**config.mk**
```make
export PLATFORM = sky130hd
export DESIGN_NAME = vc_dest_arbiter
export DESIGN_NICKNAME = d
export VERILOG_FILES = /design/src/rtl/vc_dest_arbiter_pkg.sv /design/src/rtl/vc_dest_arbiter.sv
export SDC_FILE = /design/constraint.sdc
export NUM_CORES = 1
export LEC_CHECK = 0
export CORE_MARGIN = 4
export CORE_UTILIZATION = 43
export DETAILED_ROUTE_END_ITERATION = 8
export DONT_BUFFER_PORTS = 1
export SETUP_SLACK_MARGIN = 0.02
export SYNTH_ARGS = -nofsm -noshare
export SYNTH_HDL_FRONTEND = slang
export SYNTH_SLANG_ARGS = --single-unit
```
**constraint.sdc**
```tcl
create_clock -name clk -period 2.2 [get_ports clk]
set_input_delay 0.44 -clock clk [delete_from_list [all_inputs] [get_ports clk]]
set_output_delay 0.44 -clock clk [all_outputs]
set_load 0.05 [all_outputs]
```
**src/rtl/vc_dest_arbiter_pkg.sv**
```systemverilog
// Shared definitions for the VC-to-destination arbiter and the main-FIFO demux:
// arbiter state encodings and the location of the destination-select bit.
package vc_dest_arbiter_pkg;

    typedef enum logic [2:0] {
        ST_HALT  = 3'b001,
        ST_TURN0 = 3'b010,
        ST_TURN1 = 3'b100
    } arb_state_e;

    localparam int unsigned DATA_W_DEF = 6;

    // Destination select is the MSB of a transaction word.
    function automatic int unsigned dest_bit_idx(input int unsigned data_w);
        return data_w - 1;
    endfunction

endpackage

```
**src/rtl/vc_dest_arbiter.sv**
```systemverilog
// Weighted round-robin mover from the VC0/VC1 FIFOs into the D0/D1 destination
// FIFOs, steered by each word's destination bit and gated by almost-full flags.
module vc_dest_arbiter
    import vc_dest_arbiter_pkg::*;
#(
    parameter int unsigned DATA_W     = DATA_W_DEF,
    parameter int unsigned WEIGHT_VC0 = 3
) (
    input  logic              clk,
    input  logic              reset,
    input  logic              active_in,
    input  logic [DATA_W-1:0] vc0_data,
    input  logic              vc0_empty,
    output logic              vc0_pop,
    input  logic [DATA_W-1:0] vc1_data,
    input  logic              vc1_empty,
    output logic              vc1_pop,
    input  logic              d0_almost_full,
    input  logic              d1_almost_full,
    output logic [DATA_W-1:0] d_data,
    output logic              d0_push,
    output logic              d1_push,
    output logic [1:0]        grant,
    output logic [1:0]        hol_blocked
);

    localparam int unsigned DEST_IDX = dest_bit_idx(DATA_W);
    localparam logic [3:0]  WEIGHT_Q = WEIGHT_VC0[3:0];

    arb_state_e        state_q, state_d;
    logic [3:0]        cnt_q, cnt_d;
    logic [DATA_W-1:0] d_data_q;
    logic              d0_push_q, d1_push_q;
    logic [1:0]        grant_q;
    logic [1:0]        hol_q, hol_d;

    logic [1:0]        af_s;
    logic              elig0_s, elig1_s;
    logic              pop0_s, pop1_s;
    logic [DATA_W-1:0] pop_word_s;

    // Eligibility, pop decode and next state/credit for the arbiter.
    always_comb begin
        af_s       = {d1_almost_full, d0_almost_full};
        elig0_s    = active_in & ~vc0_empty & ~af_s[vc0_data[DEST_IDX]];
        elig1_s    = active_in & ~vc1_empty & ~af_s[vc1_data[DEST_IDX]];
        hol_d      = {active_in & ~vc1_empty & af_s[vc1_data[DEST_IDX]],
                      active_in & ~vc0_empty & af_s[vc0_data[DEST_IDX]]};
        pop0_s     = 1'b0;
        pop1_s     = 1'b0;
        state_d    = state_q;
        cnt_d      = cnt_q;
        if (!reset || !active_in) begin
            state_d = ST_HALT;
            cnt_d   = 4'd0;
        end else begin
            case (state_q)
                ST_HALT: begin
                    state_d = ST_TURN0;
                    cnt_d   = 4'd0;
                end
                ST_TURN0: begin
                    if (elig0_s) begin
                        pop0_s = 1'b1;
                        if (cnt_q + 4'd1 == WEIGHT_Q) begin
                            state_d = ST_TURN1;
                            cnt_d   = 4'd0;
                        end else begin
                            cnt_d = cnt_q + 4'd1;
                        end
                    end else if (elig1_s) begin
                        pop1_s = 1'b1;
                        cnt_d  = 4'd0;
                    end else begin
                        cnt_d = cnt_q;
                    end
                end
                ST_TURN1: begin
                    // VC1 owns this turn; VC0 may fill idle slots without spending credit.
                    if (elig1_s) begin
                        pop1_s  = 1'b1;
                        state_d = ST_TURN0;
                        cnt_d   = 4'd0;
                    end else if (elig0_s) begin
                        pop0_s = 1'b1;
                    end else begin
                        cnt_d = cnt_q;
                    end
                end
                default: begin
                    state_d = ST_HALT;
                    cnt_d   = 4'd0;
                end
            endcase
        end
        pop_word_s = pop1_s ? vc1_data : vc0_data;
    end

    assign vc0_pop = pop0_s;
    assign vc1_pop = pop1_s;

    // Arbiter state, credit counter and the registered destination-side outputs.
    always_ff @(posedge clk) begin
        if (!reset) begin
            state_q   <= ST_HALT;
            cnt_q     <= 4'd0;
            d_data_q  <= '0;
            d0_push_q <= 1'b0;
            d1_push_q <= 1'b0;
            grant_q   <= 2'b00;
            hol_q     <= 2'b00;
        end else begin
            state_q <= state_d;
            cnt_q   <= cnt_d;
            hol_q   <= hol_d;
            if (pop0_s || pop1_s) begin
                d_data_q  <= pop_word_s;
                d0_push_q <= ~pop_word_s[DEST_IDX];
                d1_push_q <= pop_word_s[DEST_IDX];
                grant_q   <= {pop1_s, pop0_s};
            end else begin
                d0_push_q <= 1'b0;
                d1_push_q <= 1'b0;
                grant_q   <= 2'b00;
            end
        end
    end

    assign d_data      = d_data_q;
    assign d0_push     = d0_push_q;
    assign d1_push     = d1_push_q;
    assign grant       = grant_q;
    assign hol_blocked = hol_q;

endmodule

```
# Yosys cells after proc, flatten, opt, wreduce, memory -nomap -nowiden
# Cells that the tools add are included.
# word_totals
reg_bits	19
word_cells	57
out_inout_bits	14
# op_classes
magnitude_cmp	2
eq_ne	7
n_reduce_logical	7
bitwise	12
add_sub_neg	1
mux	21
# op_table
op	count
2-to-1 mux 4 bit	3
2-to-1 mux 1 bit	10
2-to-1 mux 3 bit	3
one-hot mux 3 bit (3 select lines)	1
one-hot mux 4 bit (2 select lines)	1
bitwise AND 1 bit	6
2-to-1 mux 6 bit	1
!= test 2 bit, second input constant	3
NOT 1 bit	6
adder 4 x 1 -> 4 bit, second input constant	1
equality test 4 x 2 -> 1 bit, second input constant	1
less-than comparator 1 x 2 -> 1 bit, second input constant	2
one-hot mux 1 bit (2 select lines)	2
equality test 3 x 1 -> 1 bit, second input constant	1
equality test 3 x 2 -> 1 bit, second input constant	1
equality test 3 bit, second input constant	1
AND reduction 3 bit	1
zero test 1 bit	2
logical OR 1 bit	2
AND reduction 2 bit	1
OR reduction 2 bit	1

# Longest topological paths before layout
# Gate-level depths: netlist of the first run.
# logic_depth
word_depth	10
depth_mapped	5
ltp_nobuf	5

# Worst setup path after synthesis of the first run
# No wires, ideal clock.
# synth_path
path_type	input-to-output
from	input vc0_data[5]
to	output vc0_pop
path_stages	3
slack_ns	-0.269
arrival_time_ns	2.029
required_ns	1.760
n_path_buf	0
cell_sequence	mux2i_1 -> nand2_1 -> a211oi_1
# synth_between
elab_chain_cells	8
# synth_rtl
element	line_no	text
start: declaration	vc_dest_arbiter.sv:12	input logic [DATA_W-1:0] vc0_data,
2-to-1 mux 1 bit (implied by the code) * (2 in series)	vc_dest_arbiter.sv:45	elig0_s = active_in & ~vc0_empty & ~af_s[vc0_data[DEST_IDX]];
NOT 1 bit *	vc_dest_arbiter.sv:45	
bitwise AND 1 bit *	vc_dest_arbiter.sv:45	
2-to-1 mux 1 bit *	vc_dest_arbiter.sv:63, vc_dest_arbiter.sv:84	
2-to-1 mux 1 bit	vc_dest_arbiter.sv:80	if (elig1_s) begin
one-hot mux 1 bit (2 select lines) *	vc_dest_arbiter.sv:57	case (state_q)
2-to-1 mux 1 bit *	vc_dest_arbiter.sv:53	if (!reset || !active_in) begin
end: declaration	vc_dest_arbiter.sv:14	output logic vc0_pop,
# Every way passes the cells marked *; elsewhere a longest branch is shown, timed or not. The select of a mux whose other input is x is not followed.

# Worst setup path in the final report of the first run
# layout_path
from	register state_q[2]
to	output vc0_pop
# layout_between
elab_chain_cells	3
word_cells_on_any_way	4
classes_between	eq/ne: 2; mux: 2
# layout_rtl
element	line_no	text
start: declaration	vc_dest_arbiter.sv:30	arb_state_e state_q, state_d;
start signal: assignment	vc_dest_arbiter.sv:113	state_q <= state_d;
equality test 3 bit / equality test 3 x 2 -> 1 bit (equally long branches)	vc_dest_arbiter.sv:57	
one-hot mux 1 bit (2 select lines) *	vc_dest_arbiter.sv:57	
2-to-1 mux 1 bit *	vc_dest_arbiter.sv:53	
# Every way passes the cells marked *; elsewhere a longest branch is shown, timed or not.

==> run_results.csv, run 1 <==
group,metric,value,unit
clock_network,clock_latency,0.30,ns
yosys,avgSynthCellArea,9.14,µm²
setup_path,path_cells,"nor2b_2, o21ai_1, a211oi_2, buf_4",
global_route,grt_pass1_wl,4570,µm
clock_network,hold_buffers,0,
sta,fin_crit,2.02,ns
sta,maxSlewViolCount,0,
setup_path,slowest_delay,0.42,ns
clock_network,tritoncts,"done",
yosys,ys.flop_type,"dfxtp_1",
final_layout,drive_gt1_share,13.3,%
setup_path,critPathMaxFanout,7,
detailed_routing,vias,940,
floorplanning,dieArea,3280,µm²
setup_path,crit_path_top_delay_cell,"dfxtp_2",
clock_network,clkTransAtPathRegs,0.10,ns
global_route,grt_pass1_vias,1003,
yosys,syn_nets,135,
clock_network,cts_buffer_depth,2,
floorplanning,num_rows,17,
sta,hold_slack,0.205,ns
final_layout,final_common_cell,"dfxtp_1",
final_layout,n_fill_cell,237,
clock_network,cts_sinks,19,
detailed_routing,ant_nets,0,
sta,rsz0062_at_grt,"false",
detailed_routing,drt_iter0_markers,32,
yosys,synth_cells,114,
yosys,yosysSeqAreaShare,36.5,%
place,routabilityCongestion,0.890,
sta,slew_headroom,63.6,%
detailed_routing,avgRoutedWirePerCell,18.6,µm
detailed_routing,vias_per_cell,6.35,
final_layout,diodes,0,
outcome,outcome,"finished clean",
pwr,power_leakage,0.000385,µW
final_layout,nets,142,
yosys,async_flop_share,0,%
pwr,ir_drop,0.000510,V
sta,worstMarginPinSlew,0.544,ns
clock_network,cts_buffers,3,
global_route,grt_max_degree,14,
sta,fin_setup_tns,0,ns
floorplanning,start_util,46.2,%
detailed_routing,post-route-drc-count,0,
job,maxCapViolCount,0,
yosys,yosys_warnings,0,
clock_network,cts_max_level,1,
hold_path,hp-class,"primary input to flop",
global_route,antenna_found_initial,0,
place,dp_hpwl,2160,µm
setup_path,path_delay_family,"flip-flops",
setup_path,crit_arrival,1.58,ns
sta,setup-violations-final,0,
setup_path,required,1.76,ns
setup_path,critPathBufInv,1,
global_route,gr-total-overflow,0,
setup_path,crit_type,"flop to output port",
yosys,synth_cell_types,42,
setup_path,start_kind,"flop",
sta,fmax,494,MHz
floorplanning,die_x,57.2,µm
detailed_routing,first_pass_iters,4,
yosys,synth-edff-count,0,
pwr,power_density,537,nW/µm²
sta,final-hold-violation-count,0,
final_layout,layout_common_cells,"18 x dfxtp_1, 8 x nand3_1",
setup_path,end_kind,"output port",
final_layout,areaGrowthSynthToFinish,8.76,%
yosys,ys_ff_latch,19,
detailed_routing,wl,2760,µm
place,portBuffers,0,
yosys,syn_area,1040,µm²
floorplanning,fp.dieH,57.2,µm
sta,finalCritPeriodShare,92.0,%
floorplanning,io_pins,33,
global_route,grt_usage,17.9,%
clock_network,root_buffer,"clkbuf_4",
floorplanning,core,2250,µm²
sta,skew,0.000771,ns
[layout make-up]
class	instances	area [µm²]	share of cell area, %
Multi-Input combinational cell	91	653	57.6
Timing Repair Buffer	4	30.0	2.65
Inverter	2	7.51	0.662
Clock buffer	4	26.3	2.32
Tap cell	28	35.0	3.09
Sequential cell	19	382	33.7
[kinds of logic after synthesis]
kind of cell / after synthesis / share of synthesized area [%]
AOI/OAI and AO/OA: 40 / 29.5
xor gates and xnor gates: 1 / 1.56
adders and majority gates: 2 / 2.40
buffers and inverters: 4 / 1.80
DFF: 19 / 36.5
muxes: 4 / 4.44
and+or+nand+nor: 44 / 23.8
[final timing paths]
kind	slack (ns)	endpoint	depth (start not counted)	from
min	0.20	hol_blocked[1]	1	vc1_empty
max	0.18	vc0_pop	4	state_q[2]
max reg2reg	0.42	d_data[0]	4	state_q[1]
min reg2reg	0.55	cnt_q[2]	1	cnt_q[2]
[metrics by stage]
step / instances / area [µm²] / total power (µW) / utilization [%] / setup slack, ns
2_1_floorplan: 114 / 1050 / 421 / - / 0.204
3_3_place_gp: 144 / 1100 / 433 / 48.9 / 0.331
3_5_place_dp: 144 / 1100 / 435 / 48.9 / 0.302
4_1_cts: 148 / 1130 / 617 / 50.2 / 0.0714
5_1_grt: 148 / 1130 / 634 / 50.3 / 0.0984
6_report: 148 / 1130 / 609 / 50.3 / 0.176
[report_power, final]
group          internal [µW]  total [µW]  switching (µW)
Clock                   70.9         181             110
Combinational           27.7        66.4            38.7
Sequential               348         362            13.4
[Yosys cell counts (2+ instances only)]
library cell,instances,share of area (%)
a211oi_1,3,2.2
a21boi_1,4,2.9
a21oi_1,4,1.9
a2bb2oi_1,2,1.7
a311o_1,3,2.9
a311oi_1,2,1.7
a31oi_1,2,1.2
and3_1,2,1.2
dfxtp_1,19,36
ha_1,2,2.4
inv_1,2,0.72
mux2i_1,2,1.9
nand2_1,5,1.8
nand2b_1,5,3.0
nand3_1,8,3.8
nand4_1,2,1.2
nor2_1,5,1.8
nor2b_1,6,3.6
nor3_1,5,2.4
o21ai_0,4,1.9
o21ai_1,2,0.96
o221a_1,3,3.2
o22ai_1,2,1.2
o41ai_1,2,1.7
[worst reg2reg max path, cell delays in order, from the launching register on]
cell,delay (ns)
dfxtp_1,0.50
xor2_2,0.27
o31a_1,0.47
nand3_1,0.13
a311oi_1,0.32
[state kept, by name, indices dropped and copies added, names as in the netlist]
name	count
d_data	6
cnt_q	4
state_q	3
grant	2
hol_blocked	2
d0_push	1
d1_push	1
[metal layers]
layer / wire length (µm) / vias up / part of all wire [%] / GRT usage [%]
met5: 0 / - / 0 / 0
met2: 1300 / 41 / 47 / 27.2
met3: 244 / 13 / 8.8 / 8.60
met1: 1120 / 428 / 40 / 20.6
met4: 99 / 0 / 3.6 / 9.93
li1: - / 458 / - / -
[what timing repair did]
action,in CTS,in global routing
buffers inserted,0,0
gates resized for setup,1,1
setup endpoints to repair,1,1
Note: power is estimated with default switching activity, not from simulation.
==> run 2: changes to the inputs <==
--- a/config.mk
+++ b/config.mk
@@ -7,6 +7,7 @@
 export LEC_CHECK = 0
 export CORE_MARGIN = 4
 export CORE_UTILIZATION = 43
+export CTS_CLUSTER_SIZE = 28
 export DETAILED_ROUTE_END_ITERATION = 8
 export DONT_BUFFER_PORTS = 1
 export SETUP_SLACK_MARGIN = 0.02
==> results of run 2 <==
No change in the layout: final DEF, timing and power equal those of run 1.
==> run 3: changes to the inputs <==
--- a/config.mk
+++ b/config.mk
@@ -10,6 +10,7 @@
 export CTS_CLUSTER_SIZE = 28
 export DETAILED_ROUTE_END_ITERATION = 8
 export DONT_BUFFER_PORTS = 1
+export PLACE_DENSITY_LB_ADDON = 0.05
 export SETUP_SLACK_MARGIN = 0.02
 export SYNTH_ARGS = -nofsm -noshare
 export SYNTH_HDL_FRONTEND = slang
==> run_results.csv, run 3 (synthesis gave the netlist of run 1 again) <==
group,metric,value,unit
global_route,grt_usage,16.1,%
detailed_routing,post-route-drc-count,0,
detailed_routing,wl,2550,µm
place,dp_hpwl,1940,µm
setup_path,critPathMaxFanout,7,
clock_network,clkTransAtPathRegs,0.10,ns
final_layout,final_common_cell,"dfxtp_1",
clock_network,tritoncts,"done",
detailed_routing,avgRoutedWirePerCell,17.3,µm
setup_path,crit_arrival,1.61,ns
final_layout,areaGrowthSynthToFinish,8.52,%
setup_path,r2r-start,"state_q[1]",
sta,maxSlewViolCount,0,
setup_path,end_kind,"output port",
setup_path,reg2regPathDepth,4,
clock_network,clock_latency,0.29,ns
clock_network,cts_resized,2,
clock_network,hold_buffers,0,
sta,rsz0062_at_grt,"false",
place,routabilityCongestion,0.877,
global_route,grt_pass1_vias,926,
floorplanning,num_rows,17,
hold_path,min-delay-start,"vc1_empty",
pwr,power_density,531,nW/µm²
setup_path,reg2reg_setup_slack,0.40,ns
sta,finalCritPeriodShare,93.3,%
final_layout,nets,141,
final_layout,n_fill_cell,235,
final_layout,largest_reg_flops,6,
pwr,power_leakage,0.000379,µW
final_layout,drive_gt1_share,12.6,%
sta,final-hold-violation-count,0,
hold_path,min_to,"hol_blocked[1]",
floorplanning,io_pins,33,
clock_network,root_buffer,"clkbuf_4",
sta,worstMarginPinSlew,0.604,ns
pwr,ir_drop,0.000352,V
sta,setup-violations-final,0,
detailed_routing,first_pass_iters,4,
global_route,grt_pass1_wl,4220,µm
place,portBuffers,0,
floorplanning,fp.dieH,57.2,µm
hold_path,holdPathStages,1,
clock_network,cts_max_level,1,
setup_path,r2r_end,"d0_push",
floorplanning,start_util,46.2,%
detailed_routing,vias,958,
final_layout,layout_common_cells,"18 x dfxtp_1, 8 x nand3_1",
detailed_routing,drt_iter0_markers,23,
job,maxCapViolCount,0,
detailed_routing,ant_nets,0,
outcome,outcome,"finished clean",
detailed_routing,vias_per_cell,6.52,
hold_path,hp-class,"primary input to flop",
sta,fmax,487,MHz
setup_path,required,1.76,ns
sta,slew_headroom,59.6,%
setup_path,start_kind,"flop",
sta,skew,0.00484,ns
floorplanning,die_x,57.2,µm
clock_network,cts_setup_buffers,0,
clock_network,cts_buffers,3,
floorplanning,dieArea,3280,µm²
global_route,grt_max_degree,14,
sta,fin_setup_tns,0,ns
clock_network,cts_buffer_depth,2,
pwr,power,601,µW
floorplanning,core,2250,µm²
final_layout,diodes,0,
clock_network,cts_sinks,19,
sta,fin_crit,2.05,ns
setup_path,crit_type,"flop to output port",
global_route,antenna_found_initial,0,
global_route,gr-total-overflow,0,
==> run 3: power breakdown <==
part           switching (µW)  internal, µW
registers                11.4           348
logic                    40.6          27.7
clock network             102          70.5
total                     154           447
==> run 3: area by class of cell <==
class,count,area (µm²),share of cell area (%)
well taps,28,35.0,3.10
clock buffers,4,26.3,2.32
multi-input cells,91,658,58.2
repair buffers,3,22.5,1.99
flip-flops and latches,19,382,33.7
inverters,2,7.51,0.664
==> run 3: critical path: stages, from the launching register on <==
cell      delay [ns]
dfxtp_2         0.43
nor2b_2         0.22
o21ai_1         0.15
a211oi_2        0.28
buf_4           0.24
==> run 3: per-stage QoR <==
stage | setup WS [ns] | cells | area (µm²) | utilization (%) | hold slack, ns
floorplan | 0.204 | 114 | 1050 | - | 0.485
global placement | 0.201 | 143 | 1100 | 48.6 | 0.523
detailed placement | 0.175 | 143 | 1100 | 48.6 | 0.519
CTS | 0.103 | 147 | 1130 | 50.1 | 0.209
global route | 0.0846 | 147 | 1130 | 50.2 | 0.194
finish | 0.147 | 147 | 1130 | 50.2 | 0.215
==> run 3: how the worst max path moves through the flow <==
stage | from | endpoint | slack, ns | cells past startpoint
after floorplan | vc0_data[5] | vc0_pop | 0.20 | 3
after global routing | state_q[2] | vc0_pop | 0.08 | 4
after CTS | state_q[2] | vc0_pop | 0.10 | 4
final | state_q[2] | vc0_pop | 0.15 | 4
after global placement | vc1_data[5] | vc1_pop | 0.20 | 3
after detailed placement | vc1_data[5] | vc1_pop | 0.17 | 3
==> run 3: metal layers <==
| metal | GRT usage, % | vias to the layer above | part of all wire, % |
|---|---|---|---|
| met3 | 6.33 | 4 | 7.7 |
| met2 | 25.1 | 38 | 45 |
| li1 | - | 463 | - |
| met5 | 0 | - | 0 |
| met1 | 20.6 | 453 | 46 |
| met4 | 4.64 | 0 | 1.1 |
